--- config.mk ---
export PLATFORM = sky130hd
export DESIGN_NAME = pin_verifier
export DESIGN_NICKNAME = d
export VERILOG_FILES = /design/src/rtl/pin_verifier.sv
export SDC_FILE = /design/constraint.sdc
export NUM_CORES = 1
export LEC_CHECK = 0
export BUFFER_PORTS_ARGS = -buffer_cell sky130_fd_sc_hd__buf_2
export CAP_MARGIN = 20
export CORE_ASPECT_RATIO = 1.75
export CORE_MARGIN = 4
export CORE_UTILIZATION = 55
export CTS_BUF_LIST = sky130_fd_sc_hd__clkbuf_8
export DETAILED_ROUTE_END_ITERATION = 10
export GPL_TIMING_DRIVEN = 1
export PLACE_DENSITY_LB_ADDON = 0.05
export SYNTH_ARGS = -nofsm -noshare
export SYNTH_HDL_FRONTEND = slang
export SYNTH_SLANG_ARGS = --single-unit
export TNS_END_PERCENT = 20
--- constraint.sdc ---
create_clock -name clk -period 3.81 [get_ports clk]
set_input_delay 0.5715 -clock clk [delete_from_list [all_inputs] [get_ports clk]]
set_output_delay 0.5715 -clock clk [all_outputs]
set_load 0.05 [all_outputs]
--- src/rtl/pin_verifier.sv ---
// pin_verifier
//   PIN check engine for the door-lock controller. A rising edge on pin_valid
//   latches pin_digits. The PIN is then compared against the factory master
//   (when no master has been configured), or against the configured master
//   followed by the enabled user slots. One classified result is presented and
//   held until res_ack. MAX_FAILS consecutive failures start a lockout that
//   lasts LOCKOUT_CYC cycles.
//
//   Handshake: a result is offered when res_valid=1, with exactly one of
//   res_fail / res_master / res_default / res_user set. It is consumed on the
//   first clock edge at which res_valid=1 and res_ack=1 are both seen. All
//   res_* outputs and match_idx clear on the following cycle. res_ack seen at
//   any other time has no effect.
//
// Ports
//   clk, rst        clock, asynchronous active-high reset
//   pin_valid       submission strobe (its rising edge marks a new PIN)
//   pin_digits      submitted PIN, digit1 in the MSBs
//   master_pin      configured master PIN
//   master_set      1 = master_pin is configured
//   user_pins       user slot i at bits [i*P +: P]
//   user_en         per-slot enable
//   res_ack         consumer acknowledge
//   res_valid       result held valid
//   res_fail/res_master/res_default/res_user   one-hot classification
//   match_idx       matched user slot (0 when no slot matched)
//   locked          lockout active
//   fail_count      consecutive-failure count
//   state_dbg       current FSM state (IDLE=0, COMPARE=1, RESULT=2, LOCKOUT=3)
module pin_verifier #(
    parameter int DIGITS      = 4,
    parameter int DIGIT_W     = 4,
    parameter int NUM_PINS    = 4,
    parameter int MAX_FAILS   = 3,
    parameter int LOCKOUT_CYC = 1000,
    parameter logic [DIGITS*DIGIT_W-1:0] DEFAULT_MASTER = 16'h1234,
    localparam int P     = DIGITS * DIGIT_W,
    localparam int IDX_W = (NUM_PINS > 1) ? $clog2(NUM_PINS) : 1,
    localparam int FC_W  = $clog2(MAX_FAILS + 1),
    localparam int LC_W  = $clog2(LOCKOUT_CYC + 1)
) (
    input  logic                  clk,
    input  logic                  rst,
    input  logic                  pin_valid,
    input  logic [P-1:0]          pin_digits,
    input  logic [P-1:0]          master_pin,
    input  logic                  master_set,
    input  logic [NUM_PINS*P-1:0] user_pins,
    input  logic [NUM_PINS-1:0]   user_en,
    input  logic                  res_ack,
    output logic                  res_valid,
    output logic                  res_fail,
    output logic                  res_master,
    output logic                  res_default,
    output logic                  res_user,
    output logic [IDX_W-1:0]      match_idx,
    output logic                  locked,
    output logic [FC_W-1:0]       fail_count,
    output logic [1:0]            state_dbg
);

    typedef enum logic [1:0] {
        IDLE    = 2'd0,
        COMPARE = 2'd1,
        RESULT  = 2'd2,
        LOCKOUT = 2'd3
    } state_t;

    state_t              state;
    logic                pv_q;        // previous pin_valid, for edge detection
    logic [P-1:0]        pin_q;
    logic                cmp_phase;   // 0: register raw hits, 1: classify
    logic                hit_default;
    logic                hit_master;
    logic                ms_q;
    logic [NUM_PINS-1:0] hit_user;
    logic [LC_W-1:0]     lock_cnt;

    logic                pv_rise;
    logic                user_any;
    logic [IDX_W-1:0]    user_idx;
    logic                cls_ok;
    logic [FC_W-1:0]     fail_next;

    assign pv_rise   = pin_valid & ~pv_q;
    assign state_dbg = state;

    // Lowest-numbered enabled slot wins, so scan downward and let the
    // lower indices overwrite the higher ones.
    always_comb begin
        user_any = 1'b0;
        user_idx = '0;
        for (int i = NUM_PINS - 1; i >= 0; i--) begin
            if (hit_user[i]) begin
                user_any = 1'b1;
                user_idx = IDX_W'(i);
            end
        end
    end

    assign cls_ok    = ms_q ? (hit_master | user_any) : hit_default;
    assign fail_next = (fail_count == FC_W'(MAX_FAILS)) ? fail_count
                                                        : fail_count + FC_W'(1);

    always_ff @(posedge clk or posedge rst) begin
        if (rst) begin
            state       <= IDLE;
            pv_q        <= 1'b1;  // a level held high through reset is not an edge
            pin_q       <= '0;
            cmp_phase   <= 1'b0;
            hit_default <= 1'b0;
            hit_master  <= 1'b0;
            ms_q        <= 1'b0;
            hit_user    <= '0;
            lock_cnt    <= '0;
            res_valid   <= 1'b0;
            res_fail    <= 1'b0;
            res_master  <= 1'b0;
            res_default <= 1'b0;
            res_user    <= 1'b0;
            match_idx   <= '0;
            locked      <= 1'b0;
            fail_count  <= '0;
        end else begin
            // The edge detector follows pin_valid in every state, so a level
            // held high outside IDLE cannot be replayed later.
            pv_q <= pin_valid;
            case (state)
                IDLE: begin
                    if (pv_rise) begin
                        pin_q     <= pin_digits;
                        cmp_phase <= 1'b0;
                        state     <= COMPARE;
                    end
                end
                COMPARE: begin
                    if (!cmp_phase) begin
                        // Configuration is sampled only here.
                        hit_default <= (pin_q == DEFAULT_MASTER);
                        hit_master  <= (pin_q == master_pin);
                        ms_q        <= master_set;
                        for (int i = 0; i < NUM_PINS; i++) begin
                            hit_user[i] <= user_en[i] && (pin_q == user_pins[i*P +: P]);
                        end
                        cmp_phase <= 1'b1;
                    end else begin
                        res_valid <= 1'b1;
                        if (ms_q) begin
                            if (hit_master) begin
                                res_master <= 1'b1;
                            end else if (user_any) begin
                                res_user  <= 1'b1;
                                match_idx <= user_idx;
                            end else begin
                                res_fail <= 1'b1;
                            end
                        end else if (hit_default) begin
                            res_default <= 1'b1;
                        end else begin
                            res_fail <= 1'b1;
                        end
                        fail_count <= cls_ok ? '0 : fail_next;
                        state      <= RESULT;
                    end
                end
                RESULT: begin
                    if (res_ack) begin
                        res_valid   <= 1'b0;
                        res_fail    <= 1'b0;
                        res_master  <= 1'b0;
                        res_default <= 1'b0;
                        res_user    <= 1'b0;
                        match_idx   <= '0;
                        if (fail_count == FC_W'(MAX_FAILS)) begin
                            locked   <= 1'b1;
                            lock_cnt <= LC_W'(LOCKOUT_CYC - 1);
                            state    <= LOCKOUT;
                        end else begin
                            state <= IDLE;
                        end
                    end
                end
                LOCKOUT: begin
                    if (lock_cnt == '0) begin
                        locked     <= 1'b0;
                        fail_count <= '0;
                        state      <= IDLE;
                    end else begin
                        lock_cnt <= lock_cnt - LC_W'(1);
                    end
                end
                default: state <= IDLE;
            endcase
        end
    end

endmodule

* Word level (Yosys, flattened, before mapping)
Index checks and enable logic that the tools add are counted.
** Word-level totals
- Output and inout bits :: 12
- Logic and storage cells :: 128
- Bits in registers :: 47
** Cells by class
- Bitwise operators :: 4
- Reduce and logical (&&, ||, !) cells :: 22
- Add/sub/neg operators :: 2
- Equal/unequal tests :: 26
- Mux-type cells :: 57
** Operator list (count)
- $eq 16x16->1 :: 5
- $mux 2 :: 17
- $mux 10 :: 3
- $mux 1 :: 26
- $ne 2x2->1 const B :: 12
- $pmux 10 s2 :: 1
- $eq 16x13->1 const B :: 1
- $reduce_and 4->1 :: 4
- $pmux 1 s2 :: 7
- $ne 3x3->1 const B :: 4
- $reduce_and 6->1 :: 2
- $logic_not 10->1 :: 1
- $reduce_and 5->1 :: 2
- $sub 10x1->10 const B :: 1
- $pmux 2 s2 :: 2
- $pmux 2 s4 :: 1
- $reduce_bool 2->1 :: 4
- $eq 2x2->1 const B :: 3
- $reduce_and 2->1 :: 3
- $logic_and 1x1->1 :: 4
- $reduce_and 3->1 :: 1
- $add 2x1->2 const B :: 1
- $eq 2x1->1 const B :: 1
- $logic_not 2->1 :: 1
- other kinds (3) :: 4

* Longest topological paths before layout
Gate-level depths: netlist (run 1).
- Depth after elaboration :: 9
- Depth in mapped cells :: 7
- Mapped depth without buffers :: 6

* Least setup slack after synthesis (run 1)
No wires, ideal clock.
- Path type :: register to register
- Start :: reg state[1], in the netlist state_dbg[1]
- End :: reg pin_q[0]
- Required time :: 3.685 ns
- Arrival time :: 1.871 ns
- Buffers on the path :: 2
- Path slack :: 1.814 ns
- Stages on the path, launching flop included :: 7
- Cells stage by stage :: dfrtp_1 > clkbuf_1 > nor2_1 > nand2_1 > nor2_1 > buf_4 > mux2_2
** On the way
- Longest elaborated chain between the ends :: 2
** Ends and longest elaborated chain
- start: declaration :: line 69 : state_t state;
- start signal: assignment :: line 107 : state <= IDLE;
- start signal: assignment :: line 133 : state <= COMPARE;
- start signal: assignment :: line 163 : state <= RESULT;
- $logic_not 2->1 :: line 128 : case (state)
- $reduce_and 2->1 (no source line)
- end signal: assignment :: line 131 : pin_q <= pin_digits;
- end: declaration :: line 71 : logic [P-1:0] pin_q;
No other way between the ends.
A chain may end at the register's enable or synchronous reset.

* Final worst setup path (run 1)
- Start :: reg lock_cnt[0]
- End :: reg lock_cnt[5]
** On the way
- Longest elaborated chain between the ends :: 3
- Elaborated cells between the ends (all ways) :: 6
- Classes of those cells :: add/sub (1); eq/ne (1); mux (2); reduce/logical (2)
** Ends and longest elaborated chain
- start: declaration :: line 77 : logic [LC_W-1:0] lock_cnt;
- start signal: assignment :: line 176 : lock_cnt <= LC_W'(LOCKOUT_CYC - 1);
- start signal: assignment :: line 189 : lock_cnt <= lock_cnt - LC_W'(1);
- $sub 10x1->10 or $logic_not 10->1 (tied branches) :: line 189, 184
- $mux 10 or $ne 2x2->1 (tied branches)
- $pmux 10 s2 or $reduce_and 4->1 (tied branches)
Parallel ways exist; a longest one is shown, timed or not. The select of a mux whose other input is x is not followed.

==> impl_metrics.env, run 1 <==
export IMPL_htree_num_levels=2
export IMPL_grt_pass1_wl_um=13200
export IMPL_grt_pass1_vias=2856
export IMPL_synth_warnings=0
export IMPL_grt_use_met2_pct=47.6
export IMPL_insertion_delay_ps=300
export IMPL_smallest_setup_slack_after_layout_ps=1820
export IMPL_dp_cells=486
export IMPL_worstSetupEndpointType="flip-flop"
export IMPL_groute_layer_met1_usage_pct=25.2
export IMPL_cts_tree="yes"
export IMPL_ys_types=46
export IMPL_cts_resized_gates=0
export IMPL_drt_iter0_drc=212
export IMPL_grt_setup_unrepaired="false"
export IMPL_cp_top_family="simple AND/OR/NAND/NOR gates"
export IMPL_post_cts_buffers=0
export IMPL_setup_total_negative_slack_ps=0
export IMPL_clock_root_buffer="clkbuf_8"
export IMPL_cellPowerDensity_nw_per_um2=683
export IMPL_cp_slowest_cell="dfrtp_1"
export IMPL_initial_utilization_pct=57.7
export IMPL_pin_count_of_the_biggest_net_entering_global_routing=48
export IMPL_final_layout_size_suffix_gt1_share_pct=36.5
export IMPL_antenna_violating_nets_post_route=0
export IMPL_hpwlAfterDp_um=6730
export IMPL_worst_slew_pin_transition_ps=724
export IMPL_fp_dieW_um=64.6
export IMPL_power_static_leakage_nw=1.79
export IMPL_design_die_area_um2=6910
export IMPL_finalSetupViolations=0
export IMPL_skew_ps=15.2
export IMPL_area_growth_syn_to_layout_pct=23.0
export IMPL_final_hold_viol_count=0
export IMPL_cap_violations=0
export IMPL_critical_path_peak_fanout=13
export IMPL_detail_route_first_pass_iterations=4
export IMPL_post_route_period_util_pct=52.3
export IMPL_drv_slew=0
export IMPL_synth_yosys_seq_area_share_pct=38.2
export IMPL_grt_met3_usage_pct=4.09
export IMPL_detail_route_wl_per_cell_um=16.5
export IMPL_top_usage_layer="met2"
export IMPL_boundaryPins=117
export IMPL_crit_arrival_ps=2210
export IMPL_timing_max_slew_rel_slack_pct=51.3
export IMPL_grt_antenna_before_repair=0
export IMPL_globalplace_congestion=0.881
export IMPL_gr_usage_all_layers_pct=24.6
export IMPL_synth_cells=320
export IMPL_utilization_pct=70.9
export IMPL_synth_area_um2=3080
export IMPL_floorplan_core_area_um2=5340
export IMPL_route_detailed_vias_per_inst=5.51
export IMPL_layout_nets=528
export IMPL_detail_route_wirelength_um=8170
export IMPL_final_cells=496
export IMPL_cts_inserted_buffers=5
export IMPL_critical_path_max_stage_delay_ps=430
export IMPL_post_syn_area_per_cell_um2=9.63
export IMPL_synth_net_count=427
export IMPL_layout_filler_cells=470
export IMPL_synth_flop_cell="dfrtp_1"
export IMPL_ctsLongestPathBuffers=2
export IMPL_synth_ff_latch_count=47
export IMPL_crit_path_time_final_ps=1990
export IMPL_ir_worst_vdd_mv=0.386
export IMPL_worstPathBufferInverterCount=2
export IMPL_worstHoldPathType="in -> async"
export IMPL_cts_hold_buffers_added=0
export IMPL_antennaDiodeCount=0
export IMPL_path_cells="inv_1, ha_1, nor3b_1, a31oi_1, buf_4, and3_2, o21ai_0"
export IMPL_async_s_r_ff_share_synth_pct=100
export IMPL_tritoncts_num_sinks=47
export IMPL_timing_critical_path_required_ps=4030
export IMPL_num_rows=35
export IMPL_worst_setup_path_start_kind="flip-flop"
export IMPL_die_height_um=107
export IMPL_drt_drc_violations_left=0
export IMPL_fmaxAchievable_mhz=502
export IMPL_synth_edff_count=0
export IMPL_global_route_overflow_total=0
export IMPL_dp_slack_ps=1520
export IMPL_outcome="finished, final reports clean"
export IMPL_clk_transition_reported_paths_ps=100
export IMPL_port_buffer_count=116
export IMPL_critical_path_class="reg -> reg"
export IMPL_num_vias=2734
==> cell families after synthesis <==
family	count (synthesis)	synth area share, %
flops	47	38.2
buf+inv	32	4.06
compound gates	40	8.37
fa+ha+maj	2	0.812
mux	23	8.37
simple gates	96	17.4
xor+xnor	80	22.7
==> cells in the mapped netlist, types with 4 or more instances <==
master,number,share of area (%)
xnor2_1,4,1.1
a21oi_1,8,1.3
mux2_2,18,6.6
nand2_1,29,3.5
dfrtp_1,46,37
a31oi_1,4,0.81
nand4_1,7,1.4
mux2i_1,4,1.3
o21ai_0,12,1.9
clkbuf_1,23,2.8
inv_1,7,0.85
xor2_1,76,22
nand3_1,4,0.65
nor3_1,8,1.3
nor4b_1,4,1.1
nor2_1,8,0.97
nor4_1,18,3.7
o31ai_1,4,0.97
==> path summary, 6_finish.rpt <==
| check | end | cells past startpoint | from | slack, ps |
|---|---|---|---|---|
| min | res_valid | 2 | rst | 110 |
| max in group asynchronous | pin_q[14] | 3 | rst | 3260 |
| min reg2reg | res_user | 1 | res_user | 500 |
| min in group clk | pv_q | 1 | pin_valid | 370 |
| max reg2reg | lock_cnt[5] | 7 | lock_cnt[0] | 1820 |
| max | lock_cnt[5] | 7 | lock_cnt[0] | 1820 |
==> power by group <==
group,internal [mW],total (mW),leakage [nW],switching (mW)
sequential,0.692,1.13,0.545,0.438
combinational,0.534,1.13,1.20,0.596
clock,0.149,0.327,0.0474,0.179
==> final cells by class <==
| class | instances | area [µm²] | share of cell area, % |
|---|---|---|---|
| Timing Repair Buffer | 119 | 616 | 16.2 |
| Multi-Input combinational cell | 241 | 1780 | 46.9 |
| Clock inverter | 2 | 16.3 | 0.429 |
| Sequential cell | 47 | 1180 | 31.1 |
| Inverter | 7 | 26.3 | 0.694 |
| Tap cell | 74 | 92.6 | 2.44 |
| Clock buffer | 6 | 82.6 | 2.18 |
==> metal layers <==
| metal | part of all wire, % | up-vias |
|---|---|---|
| li1 | - | 1314 |
| met1 | 35 | 1281 |
| met2 | 56 | 119 |
| met3 | 5.8 | 20 |
| met4 | 3.1 | 0 |
| met5 | 0 | - |
==> cells in the final DEF, fill, tap and decap left out, types with 6 or more instances in the layout <==
cell type	Yosys	layout
clkbuf_8	0	6
nand2_1	29	29
o21ai_0	12	12
nor2_1	8	8
nor4_1	18	18
nand4_1	7	7
a21oi_1	8	8
mux2_2	18	18
nor3_1	8	8
inv_1	7	6
buf_2	1	116
xor2_1	76	76
dfrtp_1	46	46
==> metrics by stage <==
step                      total power [mW]  cell area (µm²)  hold WS, ps
final                                 2.59             3790          109
after global routing                  2.76             3790          103
after CTS                             2.58             3760          365
after detailed placement              2.26             3660          483
after global placement                2.22             3660          478
after floorplan                       1.95             3080          465
==> sequential cells by signal, indices dropped and copies added, names as in the netlist, 2 cells and up <==
signal,cells
fail_count,2
lock_cnt,10
hit_user,4
state_dbg,2
pin_q,16
match_idx,2
Note: power is estimated with default switching activity, not from simulation.
==> inputs of run 2 (changes only) <==
CORE_UTILIZATION = 46   (was 55)
clock period = 1.6 ns   (was 3.81 ns; I/O delays follow)
==> impl_metrics.env, run 2 (same netlist as run 1, synthesis figures left out) <==
export IMPL_cts_inserted_buffers=5
export IMPL_crit_arrival_ps=2050
export IMPL_biggest_regs="pin_q: 16 flops, lock_cnt: 10 flops, hit_user: 4 flops"
export IMPL_tritoncts_num_sinks=47
export IMPL_hpwlAfterDp_um=7500
export IMPL_routed_wl_met3_um=510
export IMPL_pin_count_of_the_biggest_net_entering_global_routing=22
export IMPL_critical_path_peak_fanout=4
export IMPL_globalplace_congestion=0.823
export IMPL_wl_met1_um=2850
export IMPL_power_static_leakage_nw=2.07
export IMPL_layout_filler_cells=582
export IMPL_drt_iter0_drc=109
export IMPL_final_hold_viol_count=0
export IMPL_switching_power_total_mw=3.07
export IMPL_top_layer_in_use="met4"
export IMPL_num_rows=39
export IMPL_multiInputGateArea_um2=1840
export IMPL_detail_route_wirelength_um=8780
export IMPL_worst_setup_path_start_kind="flip-flop"
export IMPL_cap_violations=0
export IMPL_violations="setup timing"
export IMPL_layout_nets=579
export IMPL_antennaDiodeCount=0
export IMPL_worstHoldPathType="in -> reg"
export IMPL_skew_ps=11.3
export IMPL_floorplan_core_area_um2=6540
export IMPL_worst_slew_pin_transition_ps=435
export IMPL_initial_utilization_pct=47.1
export IMPL_insertion_delay_ps=320
export IMPL_final_layout_size_suffix_gt1_share_pct=46.7
export IMPL_boundaryPins=117
export IMPL_final_cells=555
export IMPL_grt_antenna_before_repair=0
export IMPL_detail_route_first_pass_iterations=4
export IMPL_fp_dieW_um=69.9
export IMPL_wl_met2_um=5000
export IMPL_global_route_overflow_total=0
export IMPL_timing_max_slew_rel_slack_pct=71.0
export IMPL_leading_cell_type_in_the_layout_fill_and_taps_excluded="buf_2"
export IMPL_drv_slew=0
export IMPL_antenna_violating_nets_post_route=0
export IMPL_layout_cells_most_common_list="buf_2, xor2_1, buf_4"
export IMPL_finalSetupViolations=10
export IMPL_area_growth_syn_to_layout_pct=39.6
export IMPL_pwr_share_comb_pct=52.4
export IMPL_timing_critical_path_required_ps=1850
export IMPL_crit_path_time_final_ps=1800
export IMPL_largest_register="pin_q"
export IMPL_cellPowerDensity_nw_per_um2=1650
export IMPL_ir_worst_vdd_mv=1.03
export IMPL_power_share_sequential_pct=34.5
export IMPL_post_route_period_util_pct=112
export IMPL_port_buffer_count=116
export IMPL_drt_drc_violations_left=0
export IMPL_gr_usage_all_layers_pct=22.2
export IMPL_setup_total_negative_slack_ps=-925
export IMPL_grt_pass1_wl_um=14100
export IMPL_largest_register_ffs=16
export IMPL_grt_setup_unrepaired="true"
export IMPL_cellInternalPower_mw=4.02
export IMPL_htree_num_levels=2
export IMPL_clk_transition_reported_paths_ps=90
export IMPL_grt_pass1_vias=3132
export IMPL_route_detailed_vias_per_inst=5.17
export IMPL_dp_cells=546
export IMPL_power_frac_clock_pct=13.1
export IMPL_sw_ratio_pct=43.3
export IMPL_smallest_setup_slack_after_layout_ps=-196
export IMPL_clock_root_buffer="clkbuf_8"
export IMPL_detail_route_wl_per_cell_um=15.8
export IMPL_num_vias=2868
export IMPL_design_die_area_um2=8120
export IMPL_die_height_um=116
export IMPL_ctsLongestPathBuffers=2
export IMPL_worstSetupEndpointType="flip-flop"
export IMPL_fmaxAchievable_mhz=557
export IMPL_seq_area_um2=1190
export IMPL_cts_tree="yes"
export IMPL_outcome="finished with violations"
export IMPL_critical_path_class="reg -> reg"
-- run 2: changes by cell type in the layout (fill, tap and decap cells not counted), sizes merged --
cell         before  now
dlygate4sd3       0    1
buf             119  169
bufinv            0    1
clkinvlp          1    0
-- run 2: cell type report --
type,count,share of cell area (%)
Clock buffer,6,1.92
Clock inverter,2,0.814
Inverter,7,0.611
Multi-Input combinational cell,241,42.8
Sequential cell,47,27.6
Tap cell,82,2.39
Timing Repair Buffer,170,23.9
-- run 2: per-stage QoR --
stage | hold slack, ps | power, mW | utilization [%] | worst slack (ps) | cell area (µm²)
after floorplan | 244 | 4.67 | - | -190 | 3100
after global placement | 274 | 6.03 | 63.0 | -178 | 4120
after detailed placement | 269 | 6.12 | 63.0 | -235 | 4120
after CTS | 22.4 | 7.09 | 65.2 | -252 | 4260
after global routing | 19.1 | 7.60 | 65.8 | -278 | 4300
final | 24.3 | 7.09 | 65.8 | -196 | 4300
-- run 2: power groups by stage --
| stage | registers, mW | logic [mW] | clock network [mW] |
|---|---|---|---|
| 2_1_floorplan | 2.33 | 2.33 | 0 |
| 3_3_place_gp | 2.45 | 3.58 | 0 |
| 6_report | 2.44 | 3.72 | 0.929 |
| 5_1_grt | 2.53 | 4.06 | 1.00 |
| 4_1_cts | 2.45 | 3.69 | 0.948 |
| 3_5_place_dp | 2.47 | 3.66 | 0 |
-- run 2: critical path, cell delays in order (launching register included) --
cell and delay (ps):
dfrtp_1 390, inv_2 70, ha_4 130, or3b_1 330, a2111o_1 370, or3_1 370
nand3_1 70
-- run 2: final timing paths --
| kind | from | to | slack, ps | cells past startpoint |
|---|---|---|---|---|
| setup / recovery | lock_cnt[0] | lock_cnt[6] | -200 | 6 |
| hold / removal | pin_valid | pv_q | 20 | 1 |
| setup reg to reg | lock_cnt[0] | lock_cnt[6] | -200 | 6 |
| hold reg to reg | res_user | res_user | 500 | 1 |
| max in group asynchronous | rst | pin_q[5] | 610 | 4 |
| min in group asynchronous | rst | cmp_phase | 470 | 3 |
-- run 2: per-layer routing --
layer	global-route usage, %	vias up
met3	4.13	29
met1	20.0	1317
met5	0	-
li1	-	1415
met4	12.0	0
met2	45.4	107
-- run 2: repair_timing --
item | 4_1_cts | 5_1_grt
pin swaps | 0 | 5
hold endpoints to repair | 16 | 0
setup endpoints to repair | 14 | 22
buffers inserted | 0 | 0
resized for setup | 3 | 9
hold buffers | 1 | 0
